[config.mk]
export PLATFORM = sky130hd
export DESIGN_NAME = rgb_led_sequencer
export DESIGN_NICKNAME = d
export VERILOG_FILES = /design/src/rtl/rgb_led_seq_pkg.sv /design/src/rtl/rgb_led_seq_prescaler.sv /design/src/rtl/rgb_led_sequencer.sv
export SDC_FILE = /design/constraint.sdc
export NUM_CORES = 1
export LEC_CHECK = 0
export CAP_MARGIN = 10
export CORE_MARGIN = 2
export CORE_UTILIZATION = 63
export DETAILED_ROUTE_END_ITERATION = 8
export PLACE_DENSITY_LB_ADDON = 0.3
export SYNTH_ARGS = -nofsm -noshare
export SYNTH_HDL_FRONTEND = slang
export SYNTH_SLANG_ARGS = --single-unit
[constraint.sdc]
create_clock -name clk -period 9.6 [get_ports clk]
set_clock_uncertainty 0.15 [all_clocks]
set_input_delay 2.88 -clock clk [delete_from_list [all_inputs] [get_ports clk]]
set_output_delay 2.88 -clock clk [all_outputs]
set_load 0.005 [all_outputs]
[src/rtl/rgb_led_seq_pkg.sv]
// Shared types and field layout for the RGB LED step sequencer.
// Optional PWM dimming is enabled with the RGB_LED_SEQ_PWM_EN macro.
package rgb_led_seq_pkg;

  typedef enum logic [0:0] {
    StIdle,
    StRun
  } state_e;

  // Table entry layout: {dur, led5_rgb, led4_rgb}
  localparam int unsigned RgbW    = 3;
  localparam int unsigned LedW    = 2 * RgbW;
  localparam int unsigned Led4Lsb = 0;
  localparam int unsigned Led5Lsb = RgbW;
  localparam int unsigned DurLsb  = LedW;

  // Bit positions inside one rgb triple
  localparam int unsigned RBit = 2;
  localparam int unsigned GBit = 1;
  localparam int unsigned BBit = 0;

  localparam int unsigned PwmW = 4;

endpackage

[src/rtl/rgb_led_seq_prescaler.sv]
// Divides the clock into a one-cycle tick every TICK_DIV cycles; clr restarts the period.
module rgb_led_seq_prescaler #(
  parameter int unsigned TICK_DIV = 12
) (
  input  logic clk,
  input  logic rst_n,
  input  logic clr,
  output logic tick
);

  localparam int unsigned CntW = (TICK_DIV > 1) ? $clog2(TICK_DIV) : 1;

  logic [CntW-1:0] cnt_q, cnt_d;

  assign tick = (cnt_q == CntW'(TICK_DIV - 1));

  always_comb begin
    cnt_d = cnt_q + CntW'(1);
    if (clr || tick) begin
      cnt_d = '0;
    end
  end

  always_ff @(posedge clk or negedge rst_n) begin
    if (!rst_n) begin
      cnt_q <= '0;
    end else begin
      cnt_q <= cnt_d;
    end
  end

endmodule

[src/rtl/rgb_led_sequencer.sv]
// Programmable step sequencer for LED4/LED5; plays a written table once or in a loop.
// Define RGB_LED_SEQ_PWM_EN to add the duty input and PWM dimming of the LED drives.
module rgb_led_sequencer
  import rgb_led_seq_pkg::*;
#(
  parameter int unsigned DEPTH    = 8,
  parameter int unsigned TICK_DIV = 12,
  parameter int unsigned DUR_W    = 4
) (
  input  logic                       clk,
  input  logic                       rst_n,
`ifdef RGB_LED_SEQ_PWM_EN
  input  logic [PwmW-1:0]            duty,
`endif
  input  logic                       wr_en,
  input  logic [$clog2(DEPTH)-1:0]   wr_addr,
  input  logic [DUR_W+LedW-1:0]      wr_data,
  output logic                       wr_ready,
  input  logic [$clog2(DEPTH):0]     num_steps,
  input  logic                       loop_en,
  input  logic                       start,
  input  logic                       stop,
  output logic                       busy,
  output logic                       done,
  output logic [$clog2(DEPTH)-1:0]   step_idx,
  output logic                       led4_r,
  output logic                       led4_g,
  output logic                       led4_b,
  output logic                       led5_r,
  output logic                       led5_g,
  output logic                       led5_b
);

  localparam int unsigned AW = $clog2(DEPTH);
  localparam int unsigned EW = DUR_W + LedW;

  state_e            state_q, state_d;
  logic [AW-1:0]     idx_q, idx_d;
  logic [AW:0]       num_q, num_d;
  logic              loop_q, loop_d;
  logic [DUR_W-1:0]  tmr_q, tmr_d;
  logic [LedW-1:0]   led_q, led_d;
  logic              done_q, done_d;
  logic              presc_clr;
  logic              tick;
  logic [EW-1:0]     table_q [DEPTH];

  logic [DUR_W-1:0]  cur_dur;
  logic              last_tick;
  logic              last_step;
  logic              start_go;
  logic              pwm_on;

  rgb_led_seq_prescaler #(
    .TICK_DIV(TICK_DIV)
  ) u_prescaler (
    .clk  (clk),
    .rst_n(rst_n),
    .clr  (presc_clr),
    .tick (tick)
  );

  // Table has no reset; writes are only accepted while idle.
  always_ff @(posedge clk) begin
    if (wr_en && (state_q == StIdle)) begin
      table_q[wr_addr] <= wr_data;
    end
  end

  assign cur_dur   = table_q[idx_q][DurLsb +: DUR_W];
  // A zero duration behaves as one tick.
  assign last_tick = tick && ((cur_dur <= DUR_W'(1)) || (tmr_q == cur_dur - DUR_W'(1)));
  assign last_step = ({1'b0, idx_q} == (num_q - (AW+1)'(1)));
  assign start_go  = start && !stop;

`ifdef RGB_LED_SEQ_PWM_EN
  logic [PwmW-1:0] pwm_q, pwm_d;

  assign pwm_d  = pwm_q + PwmW'(1);
  // Gate against the counter value that will be current once led_q updates.
  assign pwm_on = (pwm_d <= duty);

  always_ff @(posedge clk or negedge rst_n) begin
    if (!rst_n) begin
      pwm_q <= '0;
    end else begin
      pwm_q <= pwm_d;
    end
  end
`else
  assign pwm_on = 1'b1;
`endif

  // State register
  always_ff @(posedge clk or negedge rst_n) begin
    if (!rst_n) begin
      state_q <= StIdle;
    end else begin
      state_q <= state_d;
    end
  end

  // Next-state logic
  always_comb begin
    state_d = state_q;
    unique case (state_q)
      StIdle: begin
        if (start_go && (num_steps != '0)) begin
          state_d = StRun;
        end
      end
      StRun: begin
        if (stop) begin
          state_d = StIdle;
        end else if (last_tick && last_step && !loop_q) begin
          state_d = StIdle;
        end
      end
      default: state_d = StIdle;
    endcase
  end

  // Datapath next-state and output values
  always_comb begin
    idx_d     = idx_q;
    num_d     = num_q;
    loop_d    = loop_q;
    tmr_d     = tmr_q;
    done_d    = 1'b0;
    presc_clr = 1'b0;
    unique case (state_q)
      StIdle: begin
        idx_d = '0;
        tmr_d = '0;
        if (start_go) begin
          num_d     = (num_steps > (AW+1)'(DEPTH)) ? (AW+1)'(DEPTH) : num_steps;
          loop_d    = loop_en;
          presc_clr = 1'b1;
          done_d    = (num_steps == '0);
        end
      end
      StRun: begin
        if (stop) begin
          idx_d = '0;
          tmr_d = '0;
        end else if (last_tick) begin
          tmr_d = '0;
          if (last_step) begin
            idx_d  = '0;
            done_d = !loop_q;
          end else begin
            idx_d = idx_q + AW'(1);
          end
        end else if (tick) begin
          tmr_d = tmr_q + DUR_W'(1);
        end
      end
      default: ;
    endcase

    led_d = '0;
    if (state_d == StRun) begin
      led_d = table_q[idx_d][LedW-1:0] & {LedW{pwm_on}};
    end
  end

  always_ff @(posedge clk or negedge rst_n) begin
    if (!rst_n) begin
      idx_q  <= '0;
      num_q  <= '0;
      loop_q <= 1'b0;
      tmr_q  <= '0;
      led_q  <= '0;
      done_q <= 1'b0;
    end else begin
      idx_q  <= idx_d;
      num_q  <= num_d;
      loop_q <= loop_d;
      tmr_q  <= tmr_d;
      led_q  <= led_d;
      done_q <= done_d;
    end
  end

  assign busy     = (state_q == StRun);
  assign wr_ready = (state_q == StIdle);
  assign done     = done_q;
  assign step_idx = idx_q;

  assign led4_r = led_q[Led4Lsb + RBit];
  assign led4_g = led_q[Led4Lsb + GBit];
  assign led4_b = led_q[Led4Lsb + BBit];
  assign led5_r = led_q[Led5Lsb + RBit];
  assign led5_g = led_q[Led5Lsb + GBit];
  assign led5_b = led_q[Led5Lsb + BBit];

endmodule

==> results.toml <==
[yosys]
synth_edf_count = 80
syn_inst = 378
syn_nets = 407
synthSimpleGateAreaFrac_pct = 12.8
syn_area_um2 = 5100
ys_async_sr_fraction_pct = 23.1
netlist.area_leader.share_pct = 47.1
synth_top_family_by_area = "compound AO/OA/AOI/OAI gates"
yosys-top-cells-area = "edfxtp_1 (47%), dfrtp_1 (12%), nand2_1 (2.0%), mux2i_1 (2.0%), nand2b_1 (1.8%)"
yosysTopAreaCell = "edfxtp_1"
synth_area_per_cell_um2 = 13.5
ys_seq_area_share_pct = 58.9
synthMuxAreaShare_pct = 6.16
synth_ff_type = "edfxtp_1"
yosys_warnings = 0
synth-xor-area-share_pct = 1.37
synth_compound_area_share_pct = 15.6
synthDistinctLibCells = 76
synth_fa_ha_area_share_pct = 1.47
ys_ff_latch = 104

[grt]
grt-ovfl-total = 0
grtUsageTotal_pct = 24.1
grt_pass1_wl_um = 15900
grt_max_degree = 36
grt_pass1_vias = 3187
antenna_found_initial = 0

[die]
fp-row-count = 32
ios = 35
die_area_um2 = 8830
core_area_um2 = 7770
die-width_um = 94.0
initial_core_util_pct = 65.6
die_y_um = 94.0

[timing]
rsz0062_at_grt = "false"
min_period_ps = 4920
fmax_ghz = 0.203
tightest_slew_ps = 1110
relSlewSlack_pct = 25.6
slew_violations = 0
fin_crit_sh_pct = 51.3
setup_viol = 0
fin_ws_ps = 4680
setup_tns_ps = 0
whs_ps = 326
hold_viol_final = 0

[finish]
nets = 444
fin_cells = 522
drive_gt1_share_pct = 15.5
fin_util_pct = 73.1
fillers = 512
layout_common_cells = "edfxtp_1 (80), clkdlybuf4s50_1 (34), nand2_1 (27), dfrtp_1 (24), nor2_1 (19)"
diodes = 0
syn_to_final_growth_pct = 11.4
final_common_cell = "edfxtp_1"
stdcell_area_um2 = 5680

[route]
drtIter0Drc = 228
drc = 0
wirelength_um = 9960
ant_nets = 0
firstDrtPassIters = 4
wl_per_cell_um = 19.1
vias = 3290
viasPerCell = 6.30

[placement]
io_buffers = 34
dpl_cell_area_um2 = 5490
dpl.cell_count = 506
post-place-ws_ps = 4290
finalWeightedCongestion = 0.876
hpwl_um = 7060

[pwr]
p_switching_mw = 0.214
swShare_pct = 25.0
p_comb_share_pct = 8.9
power_density_nw_per_um2 = 151
finalPower_mw = 0.857
clkPwrFrac_pct = 30.6
leakage_nw = 1.98
p_int_mw = 0.643
ir_worst_vdd_v = 0.000120
pwr-share-seq_pct = 60.5

[clock_network]
clk_latency_ps = 380
clkSinkCount = 104
h-tree-depth = 3
cts_hold_buf = 0
cts.reportedPaths.clkPinSlew_ps = 100
clockRootBuffer = "clkbuf_8"
cts_tree = "done"
cts_setup_buffers = 0
cts_made_buffers = 9
cts_resized = 0
clock_path_buffers = 2

[run_status]
status = "completed"

[setup_path]
critPathRequiredTime_ps = 9700
crit_fanout = 16
arrival_ps = 5020
crit_chain = "clkdlybuf4s50_1 > nand2b_1 > nor3b_1 > o21ai_1 > and3_1 > a211oi_2 > o311ai_2"
crit_type = "in -> reg"
cpPeakStageDelay_ps = 430
critPathCaptureType = "flip-flop"
slowest_stage = "clkdlybuf4s50_1"
crit_path_start_kind = "input pin"

[run]
max_cap_viol_count = 0

[hold_path]
hp-class = "reg -> reg"
## critical path, delay by kind of cell
family	cells	cell delay (ps)
AO/OA/AOI/OAI	3	750
AND/OR/NAND/NOR	3	950
buffers and inverters	1	430
## layer usage
metal  global-route usage [%]  share of wire [%]  vias to the layer above  wire [µm]
met4                     7.13                1.5                        0        150
met5                        0                  0                        -          0
met1                     31.5                 42                     1624       4160
met3                     6.18                5.6                       16        554
li1                         -                  -                     1538          -
met2                     40.1                 51                      112       5100
## synth_stat cells, types with 6 or more instances
cell type and instances:
o211ai_1 6, edfxtp_1 80, ha_1 6, dfrtp_1 24, a211o_1 6, and3_1 8, mux2i_1 10, nor3_1 11
nand3_1 18, nand2_1 27, a21oi_1 12, o21ai_0 18, nand2b_1 15, nor2_1 19, inv_1 7
## registers in the layout, indices dropped and copies added, names as in the netlist, 3 cells and up
| name | cells |
|---|---|
| led_q | 6 |
| num_q | 4 |
| step_idx | 3 |
| table_q | 80 |
| tmr_q | 4 |
| u_prescaler.cnt_q | 4 |
## power groups by stage
stage | registers, mW | logic [mW] | clock network, mW
2_1_floorplan | 0.525 | 0.0449 | 0
3_3_place_gp | 0.527 | 0.0738 | 0
3_5_place_dp | 0.528 | 0.0774 | 0
4_1_cts | 0.518 | 0.0773 | 0.265
5_1_grt | 0.521 | 0.0857 | 0.284
6_report | 0.518 | 0.0763 | 0.263
## final timing paths
check / cells after the start / startpoint / to / slack (ps)
setup reg to reg: 13 / step_idx[0]$_DFF_PN0_ / led_q[3]$_DFF_PN0_ / 5080
hold / removal: 1 / u_prescaler.cnt_q[0]$_DFF_PN0_ / u_prescaler.cnt_q[0]$_DFF_PN0_ / 330
max in group asynchronous: 1 / rst_n / led_q[3]$_DFF_PN0_ / 5690
min in group asynchronous: 1 / rst_n / tmr_q[1]$_DFFE_PN0P_ / 2940
setup / recovery: 7 / stop / led_q[3]$_DFF_PN0_ / 4680
hold reg to reg: 1 / u_prescaler.cnt_q[0]$_DFF_PN0_ / u_prescaler.cnt_q[0]$_DFF_PN0_ / 330
## final cells by class
cell class	count	area (µm²)	share of cell area [%]
clock buffer	10	128	2.25
clock inverter	6	63.8	1.12
inverter	9	36.3	0.639
multi-input combinational	249	1920	33.8
sequential	104	3000	52.9
tap	102	128	2.25
timing repair buffer	42	400	7.05
## logic make-up after synthesis
family / after synthesis
DFF: 104
muxes: 20
xor gates and xnor gates: 8
buffers and inverters: 25
adders and majority gates: 6
and+or+nand+nor: 122
AOI/OAI and AO/OA: 93
No activity file was read; power rests on OpenSTA's default activity.
